===== src/rtl/adder_pkg.sv =====
// Shared defaults for the pipelined adder and the helper that derives the
// pipeline depth from the operand width and the segment width.
package adder_pkg;

  localparam int unsigned ADDER_WIDTH = 16;
  localparam int unsigned ADDER_SEG   = 4;

  // Returns 0 for an unusable width/segment pair so the top can refuse to elaborate.
  function automatic int unsigned adder_stages(input int unsigned width,
                                               input int unsigned seg);
    if (seg == 0 || width == 0 || (width % seg) != 0) return 0;
    return width / seg;
  endfunction

endpackage


===== src/rtl/adder_seg.sv =====
// One SEG-bit ripple slice of the pipelined adder; purely combinational.
module adder_seg #(
  parameter int unsigned SEG = 4
) (
  input  logic [SEG-1:0] a,
  input  logic [SEG-1:0] b,
  input  logic           ci,
  output logic [SEG-1:0] s,
  output logic           co
);

  always_comb begin
    {co, s} = {1'b0, a} + {1'b0, b} + {{SEG{1'b0}}, ci};
  end

endmodule


===== src/rtl/adder_pipe.sv =====
// Pipelined adder/subtractor: one SEG-bit slice per register stage, carry
// advances one stage per cycle. Define ADDER_PIPE_SAT_EN to saturate s on overflow.
module adder_pipe
  import adder_pkg::*;
#(
  parameter int unsigned WIDTH = ADDER_WIDTH,
  parameter int unsigned SEG   = ADDER_SEG
) (
  input  logic             clk,
  input  logic             rst_n,
  input  logic             in_valid,
  output logic             in_ready,
  input  logic [WIDTH-1:0] a,
  input  logic [WIDTH-1:0] b,
  input  logic             cin,
  input  logic             sub,
  output logic             out_valid,
  input  logic             out_ready,
  output logic [WIDTH-1:0] s,
  output logic             cout,
  output logic             ovf
);

  localparam int unsigned STAGES = adder_stages(WIDTH, SEG);
  localparam int unsigned OPS    = (STAGES > 1) ? STAGES - 1 : 1;

  if (STAGES == 0) begin : g_bad_cfg
    $error("adder_pipe: WIDTH must be a non-zero multiple of SEG");
  end

  logic             stall;
  logic [WIDTH-1:0] b_eff;
  logic             c0;
  logic             fin_a_msb;
  logic             fin_b_msb;

  logic [SEG-1:0]   seg_a  [STAGES];
  logic [SEG-1:0]   seg_b  [STAGES];
  logic [SEG-1:0]   seg_s  [STAGES];
  logic             seg_ci [STAGES];
  logic             seg_co [STAGES];

  logic [STAGES-1:0] vld_d, vld_q;
  logic [STAGES-1:0] carry_d, carry_q;
  logic [WIDTH-1:0]  sum_d [STAGES];
  logic [WIDTH-1:0]  sum_q [STAGES];
  logic [WIDTH-1:0]  opa_d [OPS];
  logic [WIDTH-1:0]  opa_q [OPS];
  logic [WIDTH-1:0]  opb_d [OPS];
  logic [WIDTH-1:0]  opb_q [OPS];
  logic              ovf_d, ovf_q;

`ifdef ADDER_PIPE_SAT_EN
  function automatic logic [WIDTH-1:0] saturate(input logic [WIDTH-1:0] val,
                                                input logic             of,
                                                input logic             neg);
    if (!of) return val;
    return neg ? {1'b1, {(WIDTH-1){1'b0}}} : {1'b0, {(WIDTH-1){1'b1}}};
  endfunction
`endif

  // Stage k sees operand segment k after k cycles of skew; stage 0 uses the live inputs.
  for (genvar k = 0; k < STAGES; k++) begin : g_seg
    if (k == 0) begin : g_first
      assign seg_a[k]  = a[SEG-1:0];
      assign seg_b[k]  = b_eff[SEG-1:0];
      assign seg_ci[k] = c0;
    end else begin : g_rest
      assign seg_a[k]  = opa_q[k-1][k*SEG +: SEG];
      assign seg_b[k]  = opb_q[k-1][k*SEG +: SEG];
      assign seg_ci[k] = carry_q[k-1];
    end

    adder_seg #(.SEG(SEG)) u_seg (
      .a  (seg_a[k]),
      .b  (seg_b[k]),
      .ci (seg_ci[k]),
      .s  (seg_s[k]),
      .co (seg_co[k])
    );
  end

  if (STAGES == 1) begin : g_msb_direct
    assign fin_a_msb = a[WIDTH-1];
    assign fin_b_msb = b_eff[WIDTH-1];
  end else begin : g_msb_skew
    assign fin_a_msb = opa_q[STAGES-2][WIDTH-1];
    assign fin_b_msb = opb_q[STAGES-2][WIDTH-1];
  end

  always_comb begin
    stall    = vld_q[STAGES-1] && !out_ready;
    in_ready = !stall;
    b_eff    = sub ? ~b : b;
    c0       = sub | cin;

    vld_d   = vld_q;
    carry_d = carry_q;
    sum_d   = sum_q;
    opa_d   = opa_q;
    opb_d   = opb_q;
    ovf_d   = ovf_q;

    if (!stall) begin
      vld_d[0] = in_valid;
      for (int k = 1; k < STAGES; k++) vld_d[k] = vld_q[k-1];

      for (int k = 0; k < STAGES; k++) carry_d[k] = seg_co[k];

      // Each stage ORs its slice into the partial sum handed on from the stage below.
      sum_d[0] = WIDTH'(seg_s[0]);
      for (int k = 1; k < STAGES; k++)
        sum_d[k] = sum_q[k-1] | (WIDTH'(seg_s[k]) << (k * SEG));

      opa_d[0] = a;
      opb_d[0] = b_eff;
      for (int k = 1; k < OPS; k++) begin
        opa_d[k] = opa_q[k-1];
        opb_d[k] = opb_q[k-1];
      end

      ovf_d = (fin_a_msb == fin_b_msb) && (seg_s[STAGES-1][SEG-1] != fin_a_msb);
`ifdef ADDER_PIPE_SAT_EN
      sum_d[STAGES-1] = saturate(sum_d[STAGES-1], ovf_d, fin_a_msb);
`endif
    end
  end

  always_ff @(posedge clk or negedge rst_n) begin
    if (!rst_n) begin
      vld_q   <= '0;
      carry_q <= '0;
      ovf_q   <= 1'b0;
      for (int k = 0; k < STAGES; k++) sum_q[k] <= '0;
      for (int k = 0; k < OPS; k++) begin
        opa_q[k] <= '0;
        opb_q[k] <= '0;
      end
    end else begin
      vld_q   <= vld_d;
      carry_q <= carry_d;
      ovf_q   <= ovf_d;
      sum_q   <= sum_d;
      opa_q   <= opa_d;
      opb_q   <= opb_d;
    end
  end

  assign out_valid = vld_q[STAGES-1];
  assign s         = sum_q[STAGES-1];
  assign cout      = carry_q[STAGES-1];
  assign ovf       = ovf_q;

endmodule

===== config.mk =====
export PLATFORM = sky130hd
export DESIGN_NAME = adder_pipe
export DESIGN_NICKNAME = d
export VERILOG_FILES = /design/src/rtl/adder_pkg.sv /design/src/rtl/adder_seg.sv /design/src/rtl/adder_pipe.sv
export SDC_FILE = /design/constraint.sdc
export NUM_CORES = 1
export LEC_CHECK = 0
export ABC_AREA = 1
export ABC_CLOCK_PERIOD_IN_PS = 1400
export CORE_MARGIN = 3
export CORE_UTILIZATION = 45
export CTS_BUF_LIST = sky130_fd_sc_hd__clkbuf_4
export DETAILED_ROUTE_END_ITERATION = 7
export DONT_BUFFER_PORTS = 1
export SYNTH_ARGS = -nofsm -noshare
export SYNTH_HDL_FRONTEND = slang
export SYNTH_SLANG_ARGS = --single-unit

===== constraint.sdc =====
create_clock -name clk -period 1.4 [get_ports clk]
set_input_delay 0.28 -clock clk [delete_from_list [all_inputs] [get_ports clk]]
set_output_delay 0.28 -clock clk [all_outputs]
set_load 0.1 [all_outputs]

==> results of run 1 <==
[repair_timing]
action                                  4_1_cts  5_1_grt
hold buffers                                 24        1
pin swaps                                     5       10
buffers inserted                              2        2
endpoints found under the setup margin       16       26
resized for setup                            12       27
endpoints found under the hold margin       116       98
cloned                                        0        0
[layer usage]
layer,track usage (%),share of wire (%),vias to the layer above
met3,2.756,3.3,9
met1,20.93,45,1462
met5,0,0,-
met2,25.23,50,55
met4,7.031,1.5,0
li1,-,-,1548
[state kept, by name, indices dropped and copies added, names as in the netlist]
name	flops
sum_q	24
opa_q	23
opb_q	23
s	16
carry_q	4
vld_q	4
fin_a_msb	1
fin_b_msb	1
ovf	1
[kinds of logic after synthesis]
kind of cell / Yosys count
flip-flops: 97
XOR/XNOR: 17
AND/OR/NAND/NOR: 189
AO/OA/AOI/OAI: 75
adder cells (fa/ha/maj): 20
buffers and inverters: 85
[power groups by stage]
stage | combinational, uW | sequential, uW | clock (uW)
global route | 7030 | 4880 | 1660
detailed placement | 5870 | 4700 | 0
finish | 6370 | 4710 | 1470
floorplan | 4810 | 4860 | 0
global placement | 5760 | 4670 | 0
CTS | 6090 | 4670 | 1540
[critical path, stage by stage, from the launching register on]
cell	delay, ns
dfrtp_1	0.43
fa_2	0.42
inv_2	0.07
fa_2	0.42
o21ai_1	0.11
[path summary, 6_finish.rpt]
kind	startpoint	endpoint	slack, ns	depth (start not counted)
worst max-delay path	opb_q[12]$_DFFE_PN0N_	s[13]$_DFFE_PN0N_	-0.11	4
worst min-delay path	rst_n	sum_q[23]$_DFFE_PN0N_	-0.49	0
worst max register to register	opb_q[12]$_DFFE_PN0N_	s[13]$_DFFE_PN0N_	-0.11	4
worst min register to register	vld_q[2]$_DFFE_PN0N_	vld_q[3]$_DFFE_PN0N_	0.47	2
max in group asynchronous	rst_n	sum_q[50]$_DFFE_PN0N_	1.74	0
min in group clk	b[15]	opb_q[47]$_DFFE_PN0N_	0.03	2
[layout by cell type, fill, tap and decap left out, types with 2 or more instances in the layout]
master and instances:
o21ai_0 43, dlygate4sd3_1 25, nand2_2 5, xor2_1 4
xnor2_1 13, dfrtp_1 96, o21ai_1 20, inv_1 35
nand3_2 2, fa_2 7, a21oi_2 2, nand2_1 157
clkbuf_4 9, nand3_1 11, ha_1 11, nor2_1 11
clkinv_2 3, buf_6 15, buf_12 7, inv_2 11
a21oi_1 5, buf_4 8
[layout make-up]
type	count	area [um^2]
fill	914	4278
tap	129	161.4
clock buffer	9	67.56
sequential	97	2429
clock inverter	7	70.07
inverter	47	178.9
multi-input combinational	301	1655
timing repair buffer	55	619.3
[metrics by stage]
step	hold slack, ns	std cells
finish	-0.4941	645
global route	-0.5375	645
CTS	-0.5244	642
detailed placement	-0.01194	600
global placement	-0.01167	600
floorplan	-0.01559	483
==> run metrics, run 1 <==
status=finished with violations; failing checks=negative hold slack, negative setup slack; adder-cell share of the synthesized area=6.937%; Crit. End Element=flip-flop; Final Skew=0.01856 ns; number of flops mapped to enable cells by yosys=0; Fmax=663.7 MHz; final worst setup slack=-0.1066 ns; Core ar.=9459 um^2; Final Hold Fails=97; FFs w/ async S/R, synth=100.0%; post-synthesis cell type count=27; CTS tree=yes; Synth Instances=483; pre-CTS setup slack=-0.1905 ns; Die Wd=105.7 um; Final #Nets=569; final setup vio count=9; Antenna Violating Nets Remaining=0; count of pins over their slew limit=0; Clock power frac=11.7%; power density over cell area=2423 nW/um^2; antenna violations before repair=0; NetSw=5862 uW; DR vias=3074; clk_lat worst skew=0.43 ns; Initial Util=47.29%; worst setup path class=flip-flop to flip-flop; Post-synth top cells=nand2_1, dfrtp_1, inv_1, o21ai_0, o21ai_1; clock buffer depth=2; Finished Core Util=54.78%; critical path peak fanout=2; Final min period=1.507 ns; GRT Util Overall=15.72%; largest net degree at the start of global routing=98; setup repair after global routing missed its margin=true; P_leak=0.002531 uW; final worst-path cycle share=107.6%; Worst-path clk slew=0.16 ns; first-pass GRT wire length=14.23 mm; Pint=6694 uW; largest family of logic cells by synthesized area=simple AND/OR/NAND/NOR gates; main flop type after synthesis=dfrtp_1; Vias/cell=4.766; row count=35; Max VDD drop=1.246 mV; slew at the pin with the worst max-slew slack=0.2899 ns; mux contribution to synthesized area=0%; post-route setup TNS=-0.5321 ns; max-cap violation count=0; XOR/XNOR Fraction of Synth Area=3.329%; Hold WC Path Type=primary input to asynchronous set/reset pin; Syn Nets=541; top cells by area, synth=dfrtp_1, nand2_1, o21ai_0; clock sink count=97; Min Hold Slack=-0.4941 ns; top cell type's share of synthesized area=54.27%; routed len/inst=12.73 um; GRT overflow=0; post-DP HPWL=5.338 mm; number of CTS-inserted buffers=9; WP data required=1.77 ns; area leader, netlist=dfrtp_1; DRC viols=0; Total Routed Length=8.211 mm; Final Wtd Congestion=0.7706; CP startpoint kind=flip-flop; total power draw=12560 uW; TritonRoute pass-1 iters=6; design area=5181 um^2; post-synthesis register bit count=97; Flop pwr share=37.5%; post-synthesis compound-gate area fraction=8.559%; n_diodes=0; Die Footprint=11170 um^2; most numerous cell in the Yosys netlist=nand2_1; sw frac=46.69%; Gate power share=50.7%; DP Area=4622 um^2; H-tree depth=3; Synth warnings=0; Die Ht=105.7 um; syn_area_per_cell=9.261 um^2; vias in the first global route=3049; Worst slew margin=80.67%; Syn Std Cell Area=4473 um^2; Synth Area in Simple Gates=16.50%; # IOs=58; 1st-iter DRT viols=116; PortBufs=0; crit path DAT=1.88 ns; CTS Root Cell=clkbuf_4; sequential element share of the synthesized area=54.27%; Area growth syn-to-layout=15.83%; layout cells sized above 1=15.31%
Note: power is estimated with default switching activity, not from simulation.
==> run 2, diff against run 1 <==
- ABC_CLOCK_PERIOD_IN_PS: 1400 -> 1700
- CORE_MARGIN: 3 -> unset
- clock period: 1.4 -> 1.7 ns (I/O delays scaled with it)
==> run metrics, run 2 (synthesized netlist as in run 1, its figures left out) <==
count of pins over their slew limit=0 (unchanged); design area=4770 um^2 (-7.9%); PortBufs=0 (unchanged); critical path peak fanout=23 (+21); P_leak=0.002383 uW (-5.9%); GRT overflow=0 (unchanged); max-cap violation count=0 (unchanged); Core ar.=9684 um^2 (+2.4%); Die Ht=101.7 um (-3.8%); Final #Nets=541 (-4.9%); Die Wd=101.7 um (-3.8%); largest net degree at the start of global routing=98 (unchanged); Crit. End Element=output pin; Worst slew margin=67.40% (-13 points); final non-filler cell total=620 (-3.9%); final worst-path cycle share=94.45%; CTS Root Cell=clkbuf_4; Hold WC Path Type=primary input to asynchronous set/reset pin; top flop regs=sum_q (24), opa_q (23), opb_q (23); number of CTS-inserted buffers=9 (unchanged); Final Skew=0.01122 ns (-0.007339 ns); register area=2430 um^2 (about the same); slew at the pin with the worst max-slew slack=0.4891 ns (+0.1992 ns); H-tree depth=3 (unchanged); Total Routed Length=7.638 mm (-7.0%); # IOs=58 (unchanged); DRC viols=1 (+1); Antenna Violating Nets Remaining=0 (unchanged); Final Hold Fails=97 (unchanged); DP Area=4602 um^2 (-0.43%); Max VDD drop=0.8832 mV (-29%); post-CTS setup buffer count=0 (-2); GRT Util Overall=16.70% (+0.98 points); n_diodes=0 (unchanged); first-pass GRT wire length=13.32 mm (-6.4%); Vias/cell=4.726 (-0.84%); status=finished with violations; Top reg by flops=sum_q; Area growth syn-to-layout=6.629%; antenna violations before repair=0 (unchanged); post-DP HPWL=5.218 mm (-2.2%); Largest register FFs=24 (unchanged); Initial Util=46.19% (-1.1 points); power density over cell area=2032 nW/um^2 (-16%); final setup vio count=0 (-9); Worst-path clk slew=0.13 ns (-0.03 ns); layout cells sized above 1=9.240% (-6.1 points); Fillers=955 (+4.5%); most common cell after layout, fill and taps aside=nand2_1; Final Wtd Congestion=0.7532 (-2.3%); FF-to-FF setup slack=0.14 ns (+0.25 ns); R2R Path End=s[13]$_DFFE_PN0N_; clock buffer depth=2 (unchanged); post-route setup TNS=0 ns (+0.5321 ns); failing checks=design-rule violations, negative hold slack; reg2reg start=carry_q[2]$_DFFE_PN0N_; total power draw=9693 uW (-23%); CP Cell Sequence=nand2_8 -> buf_12; Fmax=622.8 MHz; 1st-iter DRT viols=90 (-22%); setup repair after global routing missed its margin=false; worst setup path class=flip-flop to output pin; most frequent cells in the layout=nand2_1, dfrtp_1, inv_1, o21ai_0, o21ai_1; Final min period=1.606 ns; reg2reg path depth=4 (unchanged); Post-Place Cells=602 (+0.33%); DR vias=2930 (-4.7%); clock sink count=97 (unchanged); CTS tree=yes; crit path DAT=1.27 ns (-0.61 ns); area of the multi-input gates=1594 um^2 (-3.7%); Min Hold Slack=-0.4002 ns (+0.09387 ns); Worst path slowest cell=dfrtp_2; CP startpoint kind=flip-flop; row count=36 (+2.9%); clk_lat worst skew=0.42 ns (about the same); WP data required=1.36 ns (-0.41 ns); Critical Path Max Stage Delay=0.47 ns (+0.04 ns); Die Footprint=10340 um^2 (-7.4%); vias in the first global route=2930 (-3.9%); routed len/inst=12.32 um (-3.2%); TritonRoute pass-1 iters=6 (unchanged)
-- run 2: worst max-delay path, delay by kind of cell (launching register included) --
kind	cells	cell delay (ns)
flip-flops	1	0.47
buffers and inverters	1	0.20
AND/OR/NAND/NOR	1	0.18
-- run 2: metrics by stage --
step	utilization, %	setup WS, ns
floorplan	-	-0.1476
global placement	47.52	0.08937
detailed placement	47.52	0.07253
CTS	48.94	0.04432
global route	49.25	0.005841
finish	49.25	0.09428
-- run 2: cell type report --
class	count	share of cell area [%]
Clock buffer	11	1.731
Clock inverter	4	0.9444
Inverter	47	3.751
Tap cell	133	3.489
Timing Repair Buffer	27	5.719
Multi-Input combinational cell	301	33.42
Sequential cell	97	50.94
-- run 2: per-layer routing --
layer | track usage, % | share of wire [%]
met4 | 6.689 | 1.3
met2 | 28.64 | 50
met3 | 3.796 | 3.8
met5 | 0 | 0
met1 | 20.39 | 45
-- run 2: timing repair --
| item | CTS | global route |
|---|---|---|
| setup endpoints to repair | 2 | 0 |
| hold endpoints to repair | 97 | 100 |
| resized for setup | 2 | 0 |
-- run 2: how the worst max path moves through the flow --
stage / startpoint / endpoint / slack [ns] / depth (start not counted)
final: vld_q[3]$_DFFE_PN0N_ / in_ready / 0.09 / 2
after global routing: vld_q[3]$_DFFE_PN0N_ / in_ready / 0.006 / 2
after CTS: vld_q[3]$_DFFE_PN0N_ / in_ready / 0.04 / 2
after detailed placement: cin / carry_q[0]$_DFFE_PN0N_ / 0.07 / 9
after global placement: cin / carry_q[0]$_DFFE_PN0N_ / 0.09 / 9
after floorplan: sub / sum_q[49]$_DFFE_PN0N_ / -0.15 / 7
-- run 2: power by group --
group / internal [uW] / switching [uW]
clock: 467 / 687
sequential: 3320 / 575
combinational: 1360 / 3280
